==> src/rtl/kbd_pkg.sv <==
// kbd_pkg: shared types and constants for the PS/2 scancode decoder.
// Holds the prefix FSM state encoding, prefix bytes, modifier scancodes
// and the Hack keyboard codes for non-printable keys.
package kbd_pkg;

    typedef enum logic [1:0] {
        IDLE    = 2'd0,
        EXT     = 2'd1,
        BRK     = 2'd2,
        EXT_BRK = 2'd3
    } state_t;

    localparam logic [7:0] PREFIX_EXT = 8'hE0;
    localparam logic [7:0] PREFIX_BRK = 8'hF0;

    localparam logic [7:0] SC_LSHIFT  = 8'h12;
    localparam logic [7:0] SC_RSHIFT  = 8'h59;
    localparam logic [7:0] SC_CAPS    = 8'h58;

    localparam logic [7:0] KEY_ENTER  = 8'd128;
    localparam logic [7:0] KEY_BKSP   = 8'd129;
    localparam logic [7:0] KEY_LEFT   = 8'd130;
    localparam logic [7:0] KEY_UP     = 8'd131;
    localparam logic [7:0] KEY_RIGHT  = 8'd132;
    localparam logic [7:0] KEY_DOWN   = 8'd133;
    localparam logic [7:0] KEY_HOME   = 8'd134;
    localparam logic [7:0] KEY_END    = 8'd135;
    localparam logic [7:0] KEY_PGUP   = 8'd136;
    localparam logic [7:0] KEY_PGDN   = 8'd137;
    localparam logic [7:0] KEY_INS    = 8'd138;
    localparam logic [7:0] KEY_DEL    = 8'd139;
    localparam logic [7:0] KEY_ESC    = 8'd140;
    localparam logic [7:0] KEY_F1     = 8'd141;
    localparam logic [7:0] KEY_F2     = 8'd142;
    localparam logic [7:0] KEY_F3     = 8'd143;
    localparam logic [7:0] KEY_F4     = 8'd144;
    localparam logic [7:0] KEY_F5     = 8'd145;
    localparam logic [7:0] KEY_F6     = 8'd146;
    localparam logic [7:0] KEY_F7     = 8'd147;
    localparam logic [7:0] KEY_F8     = 8'd148;
    localparam logic [7:0] KEY_F9     = 8'd149;
    localparam logic [7:0] KEY_F10    = 8'd150;
    localparam logic [7:0] KEY_F11    = 8'd151;
    localparam logic [7:0] KEY_F12    = 8'd152;

endpackage

==> src/rtl/scancode_lut.sv <==
// scancode_lut: combinational translation of a set-2 scancode (with
// extended flag) into a Hack keyboard code. Result 0 means unknown key.
// Letters follow caps XOR shift; other printables follow shift only.
module scancode_lut
    import kbd_pkg::*;
(
    input  logic        ext,
    input  logic [7:0]  code,
    input  logic        shift,
    input  logic        caps,
    output logic [15:0] result
);

    logic [7:0] lo;
    logic [7:0] hi;
    logic       letter;
    logic [7:0] ch;

    // Lookup of the unshifted/shifted character for each known scancode
    always_comb begin
        lo     = '0;
        hi     = '0;
        letter = 1'b0;
        case ({ext, code})
            9'h01C: begin lo = "a"; letter = 1'b1; end
            9'h032: begin lo = "b"; letter = 1'b1; end
            9'h021: begin lo = "c"; letter = 1'b1; end
            9'h023: begin lo = "d"; letter = 1'b1; end
            9'h024: begin lo = "e"; letter = 1'b1; end
            9'h02B: begin lo = "f"; letter = 1'b1; end
            9'h034: begin lo = "g"; letter = 1'b1; end
            9'h033: begin lo = "h"; letter = 1'b1; end
            9'h043: begin lo = "i"; letter = 1'b1; end
            9'h03B: begin lo = "j"; letter = 1'b1; end
            9'h042: begin lo = "k"; letter = 1'b1; end
            9'h04B: begin lo = "l"; letter = 1'b1; end
            9'h03A: begin lo = "m"; letter = 1'b1; end
            9'h031: begin lo = "n"; letter = 1'b1; end
            9'h044: begin lo = "o"; letter = 1'b1; end
            9'h04D: begin lo = "p"; letter = 1'b1; end
            9'h015: begin lo = "q"; letter = 1'b1; end
            9'h02D: begin lo = "r"; letter = 1'b1; end
            9'h01B: begin lo = "s"; letter = 1'b1; end
            9'h02C: begin lo = "t"; letter = 1'b1; end
            9'h03C: begin lo = "u"; letter = 1'b1; end
            9'h02A: begin lo = "v"; letter = 1'b1; end
            9'h01D: begin lo = "w"; letter = 1'b1; end
            9'h022: begin lo = "x"; letter = 1'b1; end
            9'h035: begin lo = "y"; letter = 1'b1; end
            9'h01A: begin lo = "z"; letter = 1'b1; end
            9'h045: begin lo = "0"; hi = ")"; end
            9'h016: begin lo = "1"; hi = "!"; end
            9'h01E: begin lo = "2"; hi = "@"; end
            9'h026: begin lo = "3"; hi = "#"; end
            9'h025: begin lo = "4"; hi = "$"; end
            9'h02E: begin lo = "5"; hi = "%"; end
            9'h036: begin lo = "6"; hi = "^"; end
            9'h03D: begin lo = "7"; hi = "&"; end
            9'h03E: begin lo = "8"; hi = "*"; end
            9'h046: begin lo = "9"; hi = "("; end
            9'h029: begin lo = " "; hi = " "; end
            9'h00E: begin lo = 8'h60; hi = "~"; end
            9'h04E: begin lo = "-"; hi = "_"; end
            9'h055: begin lo = "="; hi = "+"; end
            9'h054: begin lo = "["; hi = "{"; end
            9'h05B: begin lo = "]"; hi = "}"; end
            9'h05D: begin lo = "\\"; hi = "|"; end
            9'h04C: begin lo = ";"; hi = ":"; end
            9'h052: begin lo = "'"; hi = "\""; end
            9'h041: begin lo = ","; hi = "<"; end
            9'h049: begin lo = "."; hi = ">"; end
            9'h04A: begin lo = "/"; hi = "?"; end
            // keypad digits (non-extended) always produce the digit
            9'h070: begin lo = "0"; hi = "0"; end
            9'h069: begin lo = "1"; hi = "1"; end
            9'h072: begin lo = "2"; hi = "2"; end
            9'h07A: begin lo = "3"; hi = "3"; end
            9'h06B: begin lo = "4"; hi = "4"; end
            9'h073: begin lo = "5"; hi = "5"; end
            9'h074: begin lo = "6"; hi = "6"; end
            9'h06C: begin lo = "7"; hi = "7"; end
            9'h075: begin lo = "8"; hi = "8"; end
            9'h07D: begin lo = "9"; hi = "9"; end
            9'h05A: begin lo = KEY_ENTER; hi = KEY_ENTER; end
            9'h066: begin lo = KEY_BKSP;  hi = KEY_BKSP;  end
            9'h076: begin lo = KEY_ESC;   hi = KEY_ESC;   end
            9'h005: begin lo = KEY_F1;    hi = KEY_F1;    end
            9'h006: begin lo = KEY_F2;    hi = KEY_F2;    end
            9'h004: begin lo = KEY_F3;    hi = KEY_F3;    end
            9'h00C: begin lo = KEY_F4;    hi = KEY_F4;    end
            9'h003: begin lo = KEY_F5;    hi = KEY_F5;    end
            9'h00B: begin lo = KEY_F6;    hi = KEY_F6;    end
            9'h083: begin lo = KEY_F7;    hi = KEY_F7;    end
            9'h00A: begin lo = KEY_F8;    hi = KEY_F8;    end
            9'h001: begin lo = KEY_F9;    hi = KEY_F9;    end
            9'h009: begin lo = KEY_F10;   hi = KEY_F10;   end
            9'h078: begin lo = KEY_F11;   hi = KEY_F11;   end
            9'h007: begin lo = KEY_F12;   hi = KEY_F12;   end
            9'h15A: begin lo = KEY_ENTER; hi = KEY_ENTER; end
            9'h16B: begin lo = KEY_LEFT;  hi = KEY_LEFT;  end
            9'h175: begin lo = KEY_UP;    hi = KEY_UP;    end
            9'h174: begin lo = KEY_RIGHT; hi = KEY_RIGHT; end
            9'h172: begin lo = KEY_DOWN;  hi = KEY_DOWN;  end
            9'h16C: begin lo = KEY_HOME;  hi = KEY_HOME;  end
            9'h169: begin lo = KEY_END;   hi = KEY_END;   end
            9'h17D: begin lo = KEY_PGUP;  hi = KEY_PGUP;  end
            9'h17A: begin lo = KEY_PGDN;  hi = KEY_PGDN;  end
            9'h170: begin lo = KEY_INS;   hi = KEY_INS;   end
            9'h171: begin lo = KEY_DEL;   hi = KEY_DEL;   end
            default: begin lo = '0; hi = '0; end
        endcase
    end

    // Case selection: letters use caps XOR shift, uppercase is lowercase - 0x20
    always_comb begin
        if (letter) begin
            ch = (shift ^ caps) ? (lo - 8'h20) : lo;
        end else begin
            ch = shift ? hi : lo;
        end
        result = {8'h00, ch};
    end

endmodule

==> src/rtl/scancode_decoder.sv <==
// scancode_decoder: turns the PS/2 scancode byte stream into the Hack
// keyboard register value. Optional feature macro: CAPS_LOCK_EN adds a
// caps-lock toggle on scancode 0x58.
module scancode_decoder
    import kbd_pkg::*;
#(
    parameter int unsigned PREFIX_TIMEOUT = 50000
) (
    input  logic        clock50,
    input  logic        reset,
    input  logic [7:0]  ps2_code,
    input  logic        ps2_code_new,
    output logic [15:0] key_out,
    output logic        key_valid
);

    localparam int unsigned CW = $clog2(PREFIX_TIMEOUT + 1);

    state_t          state, state_nx;
    logic [CW-1:0]   cnt, cnt_nx;
    logic            done, brk, ext;
    logic [8:0]      held, held_nx;
    logic            lsh, lsh_nx, rsh, rsh_nx;
    logic            caps_lut;
    logic [15:0]     lut_result;
    logic [15:0]     key_nx;
    logic            is_held;

`ifdef CAPS_LOCK_EN
    logic            caps, caps_nx, caps_down, caps_down_nx;
    assign caps_lut = caps;
`else
    assign caps_lut = 1'b0;
`endif

    scancode_lut u_lut (
        .ext    (ext),
        .code   (ps2_code),
        .shift  (lsh | rsh),
        .caps   (caps_lut),
        .result (lut_result)
    );

    assign is_held = ({ext, ps2_code} == held);

    // Prefix state register
    always_ff @(posedge clock50) begin
        if (reset) begin
            state <= IDLE;
        end else begin
            state <= state_nx;
        end
    end

    // Prefix FSM: byte classification, completion strobes and prefix timeout
    always_comb begin
        state_nx = state;
        cnt_nx   = cnt;
        done     = 1'b0;
        brk      = 1'b0;
        ext      = 1'b0;
        if (ps2_code_new) begin
            cnt_nx = '0;
            case (state)
                IDLE: begin
                    if (ps2_code == PREFIX_EXT)      state_nx = EXT;
                    else if (ps2_code == PREFIX_BRK) state_nx = BRK;
                    else                             done = 1'b1;
                end
                EXT: begin
                    if (ps2_code == PREFIX_BRK) begin
                        state_nx = EXT_BRK;
                    end else begin
                        done     = 1'b1;
                        ext      = 1'b1;
                        state_nx = IDLE;
                    end
                end
                BRK: begin
                    done     = 1'b1;
                    brk      = 1'b1;
                    state_nx = IDLE;
                end
                EXT_BRK: begin
                    done     = 1'b1;
                    brk      = 1'b1;
                    ext      = 1'b1;
                    state_nx = IDLE;
                end
                default: state_nx = IDLE;
            endcase
        end else if (state != IDLE) begin
            if (cnt == CW'(PREFIX_TIMEOUT - 1)) begin
                state_nx = IDLE;
                cnt_nx   = '0;
            end else begin
                cnt_nx = cnt + CW'(1);
            end
        end
    end

    // Key/modifier update for a completed make or break
    always_comb begin
        key_nx  = key_out;
        held_nx = held;
        lsh_nx  = lsh;
        rsh_nx  = rsh;
`ifdef CAPS_LOCK_EN
        caps_nx      = caps;
        caps_down_nx = caps_down;
`endif
        if (done) begin
            if (!ext && ps2_code == SC_LSHIFT) begin
                lsh_nx = !brk;
            end else if (!ext && ps2_code == SC_RSHIFT) begin
                rsh_nx = !brk;
`ifdef CAPS_LOCK_EN
            end else if (!ext && ps2_code == SC_CAPS) begin
                // caps_down suppresses re-toggling on typematic repeats
                if (brk) begin
                    caps_down_nx = 1'b0;
                end else if (!caps_down) begin
                    caps_nx      = !caps;
                    caps_down_nx = 1'b1;
                end
`endif
            end else if (brk) begin
                if (is_held) key_nx = '0;
            end else if (lut_result != '0 && !(is_held && key_out != '0)) begin
                key_nx  = lut_result;
                held_nx = {ext, ps2_code};
            end
        end
    end

    // Datapath registers; key_valid flags a change of key_out
    always_ff @(posedge clock50) begin
        if (reset) begin
            cnt       <= '0;
            key_out   <= '0;
            key_valid <= 1'b0;
            held      <= '0;
            lsh       <= 1'b0;
            rsh       <= 1'b0;
`ifdef CAPS_LOCK_EN
            caps      <= 1'b0;
            caps_down <= 1'b0;
`endif
        end else begin
            cnt       <= cnt_nx;
            key_out   <= key_nx;
            key_valid <= (key_nx != key_out);
            held      <= held_nx;
            lsh       <= lsh_nx;
            rsh       <= rsh_nx;
`ifdef CAPS_LOCK_EN
            caps      <= caps_nx;
            caps_down <= caps_down_nx;
`endif
        end
    end

endmodule

==> config.mk <==
export PLATFORM = sky130hd
export DESIGN_NAME = scancode_decoder
export DESIGN_NICKNAME = d
export VERILOG_FILES = /design/src/rtl/kbd_pkg.sv /design/src/rtl/scancode_lut.sv /design/src/rtl/scancode_decoder.sv
export SDC_FILE = /design/constraint.sdc
export NUM_CORES = 1
export LEC_CHECK = 0
export BUFFER_PORTS_ARGS = -buffer_cell sky130_fd_sc_hd__buf_2
export CAP_MARGIN = 5
export CORE_ASPECT_RATIO = 1.5
export CORE_MARGIN = 2
export CORE_UTILIZATION = 62
export CTS_CLUSTER_DIAMETER = 120
export DETAILED_ROUTE_END_ITERATION = 7
export PLACE_DENSITY = 0.81
export SLEW_MARGIN = 15
export SYNTH_ARGS = -nofsm -noshare
export SYNTH_HDL_FRONTEND = slang
export SYNTH_HIERARCHICAL = 1
export SYNTH_SLANG_ARGS = --single-unit
==> constraint.sdc <==
create_clock -name clock50 -period 5.9 [get_ports clock50]
set_input_delay 0.59 -clock clock50 [delete_from_list [all_inputs] [get_ports clock50]]
set_output_delay 0.59 -clock clock50 [all_outputs]
set_load 0.02 [all_outputs]
==> PnR_summary.wiki <==
{| class="wikitable"
! Metric !! Value
|-
| Area of the core || a little under 7000 um2
|-
| Number of DRC violations after detailed routing || 0
|-
| Worst slew margin || 36.8%
|-
| Maximum vdd drop || 0.000253 V
|-
| Number of H-tree branching levels || 2
|-
| TritonCTS clock tree || yes
|-
| Post-DP HPWL || 11.5 mm
|-
| Switching power of the nets || ~0.25 mW
|-
| Top post-synthesis cells by count || sky130_fd_sc_hd__nor2_1, sky130_fd_sc_hd__nand2_1, sky130_fd_sc_hd__dfxtp_1, sky130_fd_sc_hd__a21oi_1, sky130_fd_sc_hd__clkbuf_1
|-
| Area share of the largest cell type after synthesis || 21.1%
|-
| Residual overflow from global routing || 0
|-
| Launch point of the worst reg-to-reg path || state[1]
|-
| Area of the multi-input gates || between 3000 and 4000 um2
|-
| Largest area contributor in the synthesized netlist || sky130_fd_sc_hd__dfxtp_1
|-
| Number of I/O pins || 28
|-
| Buffers on Ports || 27
|-
| Busiest metal layer after global routing || met2
|-
| R2r endpoint || held[0]
|-
| Count of cells along the worst hold path || 2
|-
| Maximum number of pins on one net before global-route repair || 46
|-
| Clock network fraction of total power || a little under a third
|-
| Ordered list of cells on the worst path || buf_2, or4b_4, o311a_4, or4b_4, nor4_1, a211oi_1, o2111ai_2, nor3_4, or4_1, a2111o_1, nor4_1, nand4_1, o211ai_1, buf_4, mux2i_1, nor2_1
|-
| Number of distinct library cells after synthesis || 80
|-
| Height of the die || 107 um
|-
| Top cells by area, synth || sky130_fd_sc_hd__dfxtp_1, sky130_fd_sc_hd__nor2_1, sky130_fd_sc_hd__xor2_1, sky130_fd_sc_hd__nand2_1, sky130_fd_sc_hd__a21oi_1
|-
| Outcome || complete, no violations
|-
| Number of cell rows || 37
|-
| Post-CTS setup buffers || 0
|-
| Pre-CTS worst setup slack || between 0.3 and 0.4 ns
|-
| Master of the slowest instance on the critical path || sky130_fd_sc_hd__or4b_4
|-
| Critical path origin || ps2_code[0]
|-
| Unrepaired setup endpoints after global routing || false
|-
| Setup WS post-layout || 0.619 ns
|-
| Number of antenna violations at the first check in global routing || 0
|-
| Register area || 921 um2
|-
| CTS sink count || 46
|-
| Cell Count Post-Placement || 684
|-
| Global-route wire length before repair || approximately 27 mm
|-
| Hold Path End || rsh
|-
| Transition time at the pin with the least slew margin || 0.938 ns
|-
| Post-Synthesis Mean Instance Area || 7.19 um2
|-
| Post-CTS Hold Buffers || 0
|-
| Number of maximum-capacitance violations || 0
|-
| Layout cell share with drive strength beyond 1 || 11.9%
|-
| Async SR Flop Fraction || 0%
|-
| Flop pwr share || 43.4%
|-
| Mean number of vias per cell || around 7.5
|-
| Post-layout minimum cycle time || 5.28 ns
|-
| Mapped cell area || 4370 um2
|-
| Antenna diodes || 0
|-
| Logic pwr share || 26.6%
|-
| Final critical-path share of the clock period || 89.5%
|-
| Area growth syn-to-layout || 5.21%
|-
| Worst EP required || 6.08 ns
|-
| Maximum fanout encountered on the critical timing path || 23
|-
| Maximum cell stage delay along the critical path || 0.67 ns
|-
| Setup slack of the most critical reg-to-reg path || 1.10 ns
|-
| Hold violation total from the final report || 0
|-
| X dimension of the die || 72.6 um
|-
| Highest Clock Rate || approximately 0.19 GHz
|-
| Cell-internal power || 0.510 mW
|-
| Number of synthesized register bits || 46
|-
| Number of global-route vias before repair || between 4000 and 5000
|-
| 1st-iter DRT viols || 806
|-
| Hold Startpoint || rsh
|-
| Number of fill cells || 556
|-
| WP data arrival || 5.46 ns
|-
| Post-synthesis instance total || just over 600
|-
| Leakage power || ~1.8 nW
|-
| Count of flip-flops with a built-in enable after synthesis || 0
|-
| GRT Resource Usage Total || 45.0%
|-
| Net count, final || about 630
|-
| PnR Total Power || 0.762 mW
|-
| Maximum clock skew at final layout || 0.00726 ns
|-
| Hold crit path type || flip-flop to flip-flop
|-
| Effective utilization at floorplan || 63.8%
|-
| DRT Pass-1 Iters || 6
|-
| Power density relative to cell area || 166 nW/um2
|-
| WL per Instance || 24.8 um
|-
| Final weighted congestion of routability-driven global placement || 1.14
|-
| Final Max Tran Viols || 0
|-
| Critical path class || primary input to flip-flop
|-
| Antenna Violating Nets Remaining || 0
|-
| Final TNS setup || 0 ns
|-
| Critical path endpoint category || flip-flop
|-
| Number of buffers created by CTS || 5
|-
| Insertion delay to the later sink of the worst-skew pair || 0.30 ns
|-
| Longest Clk Path Bufs || 2
|-
| Non-filler cells, final || 692
|-
| Met3 GRT Util || 12.6%
|-
| Clk slew on worst S/H paths || 0.09 ns
|-
| Most numerous cell in the Yosys netlist || sky130_fd_sc_hd__nor2_1
|-
| Yosys synthesis warning count || 6
|-
| Final setup vio count || 0
|-
| Detailed-route wire length || 17.1 mm
|-
| Fraction of the yosys area taken by sequential cells || 21.1%
|-
| Leading register cell type out of synthesis || sky130_fd_sc_hd__dfxtp_1
|-
| Via count || 5218
|-
| Root Buffer || sky130_fd_sc_hd__clkbuf_8
|-
| Die area || 7760 um2
|-
| Met1 Usage GRT || 50.7%
|-
| Worst Reg-to-Reg Cells || 14
|-
| Routing usage on met2 || 71.1%
|-
| Post_cts resized || 0
|-
| Share of total power consumed by net switching || between 30% and 40%
|-
| Launching element type of the critical path || primary input
|}
==> layout make-up <==
class / instances / area share [%]
Clock buffer: 5 / 1.50
Clock inverter: 3 / 0.870
Inverter: 13 / 1.06
Multi-Input combinational cell: 506 / 69.2
Sequential cell: 46 / 20.0
Tap cell: 78 / 2.12
Timing Repair Buffer: 41 / 5.22
==> power groups by stage <==
stage          registers (mW)  logic (mW)  clock network [mW]
5_1_grt                 0.331       0.215               0.238
3_3_place_gp            0.336       0.188                   0
6_report                0.331       0.203               0.229
2_1_floorplan           0.342       0.133                   0
3_5_place_dp            0.337       0.189                   0
4_1_cts                 0.330       0.191               0.228
==> through the flow <==
| stage | utilization (%) | cell area [um2] | hold slack [ns] |
|---|---|---|---|
| final | 67.2 | 4600 | 0.509 |
| after global routing | 67.2 | 4600 | 0.534 |
| after CTS | 67.1 | 4600 | 0.504 |
| after detailed placement | 65.5 | 4490 | 0.472 |
| after global placement | 65.5 | 4490 | 0.456 |
| after floorplan | - | 4410 | 0.449 |
==> routing by layer <==
layer	up-vias	wire length, um
met5	-	0
met2	400	7950
met4	0	1570
met1	2420	5850
met3	131	1760
li1	2267	-
==> how the worst max path moves through the flow <==
stage / endpoint / slack (ns)
after floorplan: held[7] / 0.71
final: held[0] / 0.62
after global placement: key_valid / 0.60
after CTS: held[0] / 0.66
after global routing: held[0] / 0.33
after detailed placement: held[3] / 0.39
==> cells in the final DEF (no fill, tap or decap), drive strengths merged, types with 3 or more instances in the layout <==
| master | n |
|---|---|
| nor2 | 78 |
| nand2 | 48 |
| dfxtp | 46 |
| buf | 41 |
| a21oi | 33 |
| xor2 | 28 |
| nor3 | 27 |
| nor4 | 24 |
| a31oi | 20 |
| nand3 | 19 |
| o21ai | 19 |
| o211ai | 15 |
| and3 | 15 |
| nand2b | 14 |
| inv | 13 |
| nand4 | 12 |
| mux2i | 12 |
| conb | 12 |
| o22ai | 8 |
| xnor2 | 8 |
| nor2b | 7 |
| a211oi | 7 |
| or4 | 7 |
| o2111ai | 7 |
| a22oi | 6 |
| nand4b | 6 |
| or2 | 6 |
| or4b | 6 |
| or3 | 5 |
| clkbuf | 5 |
| nand3b | 5 |
| or3b | 4 |
| o21a | 3 |
| o221ai | 3 |
| and2 | 3 |
==> flip-flops by register name, indices dropped and copies added, names as in the netlist <==
name and flops:
key_out 16, rsh 1, lsh 1, key_valid 1
cnt 16, state 2, held 9
==> cell families (layout without fill, tap and decap cells) <==
| group | count (synthesis) | in the layout | synth area share, % |
|---|---|---|---|
| buffers and inverters | 66 | 62 | 7.12 |
| DFF | 46 | 46 | 21.1 |
| xor gates and xnor gates | 36 | 36 | 7.21 |
| adders and majority gates | 2 | 2 | 0.572 |
| other | 2 | 12 | 0.172 |
| AOI/OAI and AO/OA | 148 | 148 | 23.6 |
| muxes | 12 | 12 | 2.75 |
| and+or+nand+nor | 296 | 296 | 37.5 |
==> critical path: cells and delay by family <==
family | cells | cell delay [ns]
and+or+nand+nor | 8 | 2.71
buffers and inverters | 2 | 0.44
muxes | 1 | 0.28
AOI/OAI and AO/OA | 5 | 1.43
No activity file was read; power rests on OpenSTA's default activity.
